File: src/rtl/addsub_seq.sv
// Multi-cycle adder/subtractor: SLICE bits per clock, carry held in a register between slices.
// Optional ADDSUB_SATURATE_EN clamps the sum to the signed limit when overflow occurs.
module addsub_seq #(
  parameter int WIDTH = 8,
  parameter int SLICE = 4
) (
  input  logic             clk,
  input  logic             rst,
  input  logic             start,
  input  logic             sub,
  input  logic             carryin,
  input  logic [WIDTH-1:0] x,
  input  logic [WIDTH-1:0] y,
  output logic             busy,
  output logic             done,
  output logic [WIDTH-1:0] sum,
  output logic             carryout,
  output logic             overflow
);

  localparam int N  = WIDTH / SLICE;
  localparam int IW = (N > 1) ? $clog2(N) : 1;
  localparam logic [IW-1:0] LAST = IW'(N - 1);

  generate
    if ((WIDTH % SLICE) != 0 || WIDTH < 2) begin : g_bad_params
      $error("addsub_seq: WIDTH must be a multiple of SLICE and at least 2");
    end
  endgenerate

  typedef enum logic [1:0] {IDLE, RUN, DONE} state_t;
  state_t state, state_nxt;

  logic [WIDTH-1:0] xr, yr;
  logic             c;
  logic [IW-1:0]    idx;
  logic [SLICE:0]   slice_sum;
  logic             last;
  logic             accept;
  logic             ovf_final;

  always_comb begin
    slice_sum = {1'b0, xr[int'(idx)*SLICE +: SLICE]}
              + {1'b0, yr[int'(idx)*SLICE +: SLICE]}
              + {{SLICE{1'b0}}, c};
    last      = (idx == LAST);
    accept    = start && (state != RUN);
    // Only meaningful on the last slice, where slice_sum[SLICE-1] is the result MSB.
    ovf_final = (xr[WIDTH-1] == yr[WIDTH-1]) && (slice_sum[SLICE-1] != xr[WIDTH-1]);
  end

  always_ff @(posedge clk) begin
    if (rst) state <= IDLE;
    else     state <= state_nxt;
  end

  always_comb begin
    state_nxt = state;
    busy      = 1'b0;
    done      = 1'b0;
    case (state)
      IDLE: if (start) state_nxt = RUN;
      RUN: begin
        busy = 1'b1;
        if (last) state_nxt = DONE;
      end
      DONE: begin
        done      = 1'b1;
        state_nxt = start ? RUN : IDLE;
      end
      default: state_nxt = IDLE;
    endcase
  end

  always_ff @(posedge clk) begin
    if (rst) begin
      xr       <= '0;
      yr       <= '0;
      c        <= 1'b0;
      idx      <= '0;
      sum      <= '0;
      carryout <= 1'b0;
      overflow <= 1'b0;
    end else if (accept) begin
      xr  <= x;
      yr  <= sub ? ~y : y;
      c   <= sub | carryin;
      idx <= '0;
    end else if (state == RUN) begin
      sum[int'(idx)*SLICE +: SLICE] <= slice_sum[SLICE-1:0];
      c   <= slice_sum[SLICE];
      idx <= idx + 1'b1;
      if (last) begin
        carryout <= slice_sum[SLICE];
        overflow <= ovf_final;
`ifdef ADDSUB_SATURATE_EN
        if (ovf_final)
          sum <= xr[WIDTH-1] ? {1'b1, {(WIDTH-1){1'b0}}} : {1'b0, {(WIDTH-1){1'b1}}};
`endif
      end
    end
  end

endmodule
File: config.mk
export PLATFORM = sky130hd
export DESIGN_NAME = addsub_seq
export DESIGN_NICKNAME = d
export VERILOG_FILES = /design/src/rtl/addsub_seq.sv
export SDC_FILE = /design/constraint.sdc
export NUM_CORES = 1
export LEC_CHECK = 0
export CAP_MARGIN = 0
export CORE_MARGIN = 2
export CORE_UTILIZATION = 25
export DETAILED_ROUTE_END_ITERATION = 10
export GPL_TIMING_DRIVEN = 0
export MAX_ROUTING_LAYER = met4
export PLACE_DENSITY = 0.54
export SLEW_MARGIN = 20
export SYNTH_ARGS = -nofsm -noshare
export SYNTH_HDL_FRONTEND = slang
export SYNTH_SLANG_ARGS = --single-unit
File: constraint.sdc
create_clock -name clk -period 3.82 [get_ports clk]
set_clock_uncertainty 0.2 [all_clocks]
set_input_delay 0.764 -clock clk [delete_from_list [all_inputs] [get_ports clk]]
set_output_delay 0.764 -clock clk [all_outputs]
set_load 0.005 [all_outputs]
==> results.py, run 1 <==
metrics = {
    "status": {
        "status": "complete, no violations",
    },
    "place": {
        "hpwl_um": 2341,
        "gp_congestion": 0.7489,
        "place_inst": 259,
        "port_buffers": 30,
    },
    "power": {
        "sw_frac_of_total_pct": 26.42,
        "p_int_w": 0.0005325,
        "p_comb_share_pct": 19.5,
        "p_sw_w": 0.0001912,
        "total_leakage_power_nw": 0.6642,
        "seq_power_share_pct": 47.9,
        "power_density_nw_per_um2": 395.9,
        "clkPwrFrac_pct": 32.6,
        "vdd_drop_max_mv": 0.1471,
    },
    "timing": {
        "final_hold_viol_count": 0,
        "hold_slack_ns": 0.2529,
        "fin_crit_sh_pct": 77.19,
        "slew_headroom_pct": 58.68,
        "rsz0062_at_grt": "false",
        "slew_violations": 0,
        "layout_min_cycle_time_ns": 2.948,
        "worst_pin_slew_ns": 0.6198,
        "setup_violations": 0,
        "setup_tns_ns": 0,
        "fmax_mhz": 339.2,
    },
    "cells_and_area": {
        "final_util_pct": 35.34,
        "final_cells": 266,
        "nNetsFinal": 222,
        "multiInputGateArea_sq_um": 710.7,
        "drive_above_1_share_pct": 7.653,
        "areaGrowthSynthToFinish_pct": 34.04,
        "nFillCells": 576,
        "diodes": 0,
        "seq_area_sq_um": 600.6,
        "layout_common_cells": "30 x dfxtp_1, 30 x clkdlybuf4s50_1, 29 x nand2_1",
    },
    "drt": {
        "via_per_inst": 4.297,
        "wl_um": 3109,
        "dr.pass1.iters": 4,
        "met1_length_um": 1513,
        "dr.max_layer_used": "met4",
        "ant_nets": 0,
        "vias": 1143,
        "drc": 0,
        "wl_met3_um": 150,
        "route.met2.wl_um": 1371,
        "wire_per_inst_um": 11.69,
        "drtIter0Drc": 36,
    },
    "floorplan": {
        "floorplan.initialDensity_pct": 26.37,
        "rows": 26,
        "fp.dieH_um": 77.86,
        "io_pins": 33,
        "die_w_um": 77.86,
        "dieArea_sq_um": 6062,
        "core-area_sq_um": 5172,
    },
    "clocking": {
        "cts_hold_buf": 0,
        "cts_buffers": 5,
        "cts_root_buffer": "clkbuf_8",
        "clk_pin_slew_ns": 0.06,
        "cts_tree": "yes",
        "h-tree-depth": 2,
        "cts_max_path_buffers": 2,
        "clk_latency_ns": 0.28,
        "clkSinkCount": 30,
        "postCtsResizedCells": 0,
        "postCtsSetupBuffers": 0,
    },
    "synthesis": {
        "syn_avg_cell_area_sq_um": 8.577,
        "ys_ff_latch": 30,
        "synthDistinctLibCells": 30,
        "synth_cells": 159,
        "synth.net_count": 185,
        "synth_warnings": 0,
        "seq_area_frac_synth_pct": 44.04,
        "syn-cell-area_sq_um": 1364,
    },
    "setup_path": {
        "cpPeakStageDelay_ns": 0.50,
        "criticalPathCategory": "register to register",
        "required_ns": 3.81,
        "r2r_slack_ns": 0.87,
        "path_cells": "buf_1, mux2_2, fa_1, nand3_1, a21boi_1, or4_1, a311oi_1",
        "critPathLaunchType": "register",
        "cp_max_fo": 10,
        "end_kind": "register",
        "reg2reg_depth": 7,
        "cp.arrival_ns": 2.94,
        "crit_path_top_delay_cell": "buf_1",
    },
    "global_route": {
        "grt_usage_pct": 11.61,
        "grt_overflow": 0,
        "grt_max_degree": 11,
        "grt_pass1_vias": 1152,
        "grt_first_pass_wirelength_um": 5257,
        "antenna_found_initial": 0,
    },
    "hold_path": {
        "holdPathStages": 2,
        "hp-class": "register to register",
    },
    "flow_run": {
        "max-cap-violations": 0,
    },
}
registers in the layout, summed over array words and instances (netlist names):
signal	flops
sum	8
xr	8
yr	8
state	2
c	1
carryout	1
idx	1
overflow	1
cell families (layout without fill, tap and decap cells):
kind of cell / after synthesis / in the layout / share of synthesized area (%)
AOI/OAI and AO/OA: 35 / 35 / 15.96
xor gates and xnor gates: 9 / 9 / 5.780
and+or+nand+nor: 59 / 59 / 18.26
adders and majority gates: 5 / 5 / 5.688
buffers and inverters: 13 / 50 / 3.852
DFF: 30 / 30 / 44.04
muxes: 8 / 8 / 6.422
per-stage QoR:
stage	power [W]	instance area, sq um	setup slack [ns]
floorplan	0.0004398	1364	1.176
global placement	0.0004949	1752	0.8583
detailed placement	0.0004968	1752	0.8472
CTS	0.0007361	1828	0.8254
global route	0.0007656	1828	0.6363
finish	0.0007238	1828	0.8715
per-layer routing:
metal | vias to the layer above | GRT usage, %
li1 | 609 | -
met4 | 0 | 5.357
met5 | - | -
met2 | 29 | 18.36
met1 | 497 | 13.64
met3 | 8 | 3.256
power groups by stage:
stage          clock [W]  combinational [W]  sequential (W)
2_1_floorplan          0          0.0000883        0.000351
3_3_place_gp           0           0.000142        0.000353
3_5_place_dp           0           0.000143        0.000354
4_1_cts         0.000245           0.000144        0.000347
5_1_grt         0.000256           0.000159        0.000350
6_report        0.000236           0.000141        0.000346
worst max-delay path, delay by kind of cell, from the launching register on:
family,cells,cell delay (ns)
AO/OA/AOI/OAI,2,0.37
adder cells (fa/ha/maj),1,0.39
buffers and inverters,1,0.50
flip-flops,1,0.36
multiplexers,1,0.44
AND/OR/NAND/NOR,2,0.60
path summary, 6_finish.rpt:
check                                   startpoint                    end
worst max-delay path              idx$_SDFFE_PP0P_  overflow$_SDFFE_PP0P_
worst min-delay path            xr[6]$_SDFFE_PP0P_     xr[6]$_SDFFE_PP0P_
worst max register to register    idx$_SDFFE_PP0P_  overflow$_SDFFE_PP0P_
worst min register to register  xr[6]$_SDFFE_PP0P_     xr[6]$_SDFFE_PP0P_
cell usage after synthesis:
library cell | count | area share [%]
dfxtp_1 | 30 | 44
nand3_1 | 1 | 0.37
clkbuf_1 | 4 | 1.1
o21a_1 | 1 | 0.55
or4_1 | 1 | 0.55
nand2b_1 | 2 | 0.92
inv_1 | 4 | 1.1
nor2_1 | 19 | 5.2
nor3_1 | 2 | 0.73
buf_1 | 1 | 0.27
buf_2 | 3 | 1.1
ha_1 | 3 | 2.8
mux2i_1 | 2 | 1.5
a211oi_1 | 10 | 5.5
a311oi_1 | 1 | 0.64
o21ai_0 | 1 | 0.37
and3b_1 | 1 | 0.64
and2_1 | 1 | 0.46
mux2_2 | 6 | 5.0
a21boi_1 | 1 | 0.55
nor2b_1 | 2 | 0.92
a21oi_1 | 17 | 6.2
or3_1 | 1 | 0.46
o211ai_1 | 2 | 1.1
xnor2_1 | 9 | 5.8
inv_2 | 1 | 0.27
nand2_1 | 29 | 8.0
o31a_1 | 1 | 0.64
o21ai_1 | 1 | 0.37
fa_1 | 2 | 2.9
area by class of cell:
cell class                      instances  area share, %
Buffer                                  8          1.848
Clock buffer                            7          4.175
Inverter                                5          1.027
Multi-Input combinational cell        116          38.88
Sequential cell                        30          32.85
Tap cell                               70          4.791
Timing Repair Buffer                   30          16.43
Power figures use the tool's default switching activity.
==> run 2: changes to the inputs <==
clock period = 3 ns   (was 3.82 ns; I/O delays follow)
==> results.py, run 2 (same netlist as run 1, synthesis figures left out) <==
metrics = {
    "status": {
        "status": "complete, no violations",
    },
    "global_route": {
        "grt_overflow": 0,
        "antenna_found_initial": 0,
        "grt_pass1_vias": 1152,
        "grt_first_pass_wirelength_um": 5257,
        "grt_max_degree": 11,
        "grt_usage_pct": 11.61,
    },
    "hold_path": {
        "hold_start": "xr[6]$_SDFFE_PP0P_",
        "hp-class": "register to register",
    },
    "clocking": {
        "postCtsResizedCells": 0,
        "cts_max_path_buffers": 2,
        "clkSinkCount": 30,
        "cts_buffers": 5,
        "clk_latency_ns": 0.28,
        "cts_tree": "yes",
        "cts_hold_buf": 0,
        "h-tree-depth": 2,
        "cts_root_buffer": "clkbuf_8",
        "postCtsSetupBuffers": 0,
        "clk_pin_slew_ns": 0.06,
    },
    "timing": {
        "hold_slack_ns": 0.2529,
        "fmax_mhz": 367.2,
        "setup_tns_ns": 0,
        "setup_violations": 0,
        "slew_violations": 0,
        "final_hold_viol_count": 0,
        "slew_headroom_pct": 63.30,
        "worst_pin_slew_ns": 0.5505,
        "rsz0062_at_grt": "false",
        "fin_crit_sh_pct": 90.77,
        "layout_min_cycle_time_ns": 2.723,
    },
    "floorplan": {
        "floorplan.initialDensity_pct": 26.37,
        "dieArea_sq_um": 6062,
        "rows": 26,
        "io_pins": 33,
        "fp.dieH_um": 77.86,
        "core-area_sq_um": 5172,
        "die_w_um": 77.86,
    },
    "setup_path": {
        "path_delay_family": "simple AND/OR/NAND/NOR gates",
        "worstSetupStartpoint": "idx$_SDFFE_PP0P_",
        "crit_buf_inv": 1,
        "regToRegStartpoint": "idx$_SDFFE_PP0P_",
        "path_cells": "clkbuf_2, mux2_2, fa_1, nand3_1, a21boi_1, or4_1, a311oi_1",
        "criticalPathCategory": "register to register",
        "end_kind": "register",
        "required_ns": 2.99,
        "critPathLaunchType": "register",
        "cpPeakStageDelay_ns": 0.48,
        "cp_max_fo": 10,
        "cp.arrival_ns": 2.71,
        "crit_path_top_delay_cell": "or4_1",
    },
    "power": {
        "p_comb_share_pct": 19.5,
        "vdd_drop_max_mv": 0.1871,
        "seq_power_share_pct": 47.9,
        "clkPwrFrac_pct": 32.6,
        "power_density_nw_per_um2": 503.4,
        "p_sw_w": 0.0002426,
        "sw_frac_of_total_pct": 26.34,
        "p_int_w": 0.0006783,
        "total_leakage_power_nw": 0.6676,
    },
    "place": {
        "place_inst": 259,
        "place_area_sq_um": 1752,
        "hpwl_um": 2341,
        "port_buffers": 30,
        "gp_congestion": 0.7489,
    },
    "cells_and_area": {
        "reg_top3": "sum x8, xr x8, yr x8",
        "diodes": 0,
        "drive_above_1_share_pct": 8.163,
        "layout_common_cells": "30 x dfxtp_1, 30 x clkdlybuf4s50_1, 29 x nand2_1",
        "final_cells": 266,
        "nNetsFinal": 222,
        "layout.cell_area.non_filler_sq_um": 1829,
        "areaGrowthSynthToFinish_pct": 34.13,
    },
    "drt": {
        "vias": 1142,
        "dr.max_layer_used": "met4",
        "route.met2.wl_um": 1369,
        "met1_length_um": 1509,
        "dr.pass1.iters": 4,
        "wl_met3_um": 150,
        "drc": 0,
        "ant_nets": 0,
        "via_per_inst": 4.293,
        "wire_per_inst_um": 11.66,
        "wl_um": 3102,
        "drtIter0Drc": 37,
    },
    "flow_run": {
        "max-cap-violations": 0,
    },
}
==> run 2: per-stage QoR <==
stage	worst slack [ns]	power [W]	utilization, %
final	0.2769	0.0009209	35.37
after global routing	0.08534	0.0009750	35.37
after CTS	0.005394	0.0009372	35.34
after detailed placement	0.02724	0.0006327	33.87
after global placement	0.03834	0.0006302	33.87
after floorplan	0.3558	0.0005600	-
==> run 2: path summary, 6_finish.rpt <==
| path | to | slack [ns] | cells past startpoint |
|---|---|---|---|
| hold reg to reg | xr[6]$_SDFFE_PP0P_ | 0.25 | 2 |
| setup / recovery | overflow$_SDFFE_PP0P_ | 0.28 | 7 |
| setup reg to reg | overflow$_SDFFE_PP0P_ | 0.28 | 7 |
| hold / removal | xr[6]$_SDFFE_PP0P_ | 0.25 | 2 |
==> run 2: area by class of cell <==
cell class / instances / area [sq um]
well taps: 70 / 87.58
plain buffers: 8 / 35.03
flip-flops and latches: 30 / 600.6
inverters: 5 / 18.77
multi-input cells: 116 / 710.7
clock buffers: 7 / 76.32
repair buffers: 30 / 300.3
fillers: 579 / 3343
==> run 2: per-layer routing <==
metal	up-vias	GRT usage, %
met5	-	-
met4	0	5.357
met3	8	3.256
met2	29	18.36
met1	496	13.64
li1	609	-
==> run 2: worst min-delay path: cells and delay by family, from the launching register on <==
| family | cells | cell delay [ns] |
|---|---|---|
| flip-flops | 1 | 0.30 |
| AND/OR/NAND/NOR | 1 | 0.05 |
| AO/OA/AOI/OAI | 1 | 0.05 |
==> run 2: power groups by stage <==
stage               clock network, W  registers (W)  logic, W
floorplan                          0       0.000447  0.000112
global placement                   0       0.000449  0.000181
detailed placement                 0       0.000450  0.000182
CTS                         0.000313       0.000442  0.000183
global route                0.000327       0.000445  0.000203
finish                      0.000300       0.000441  0.000180
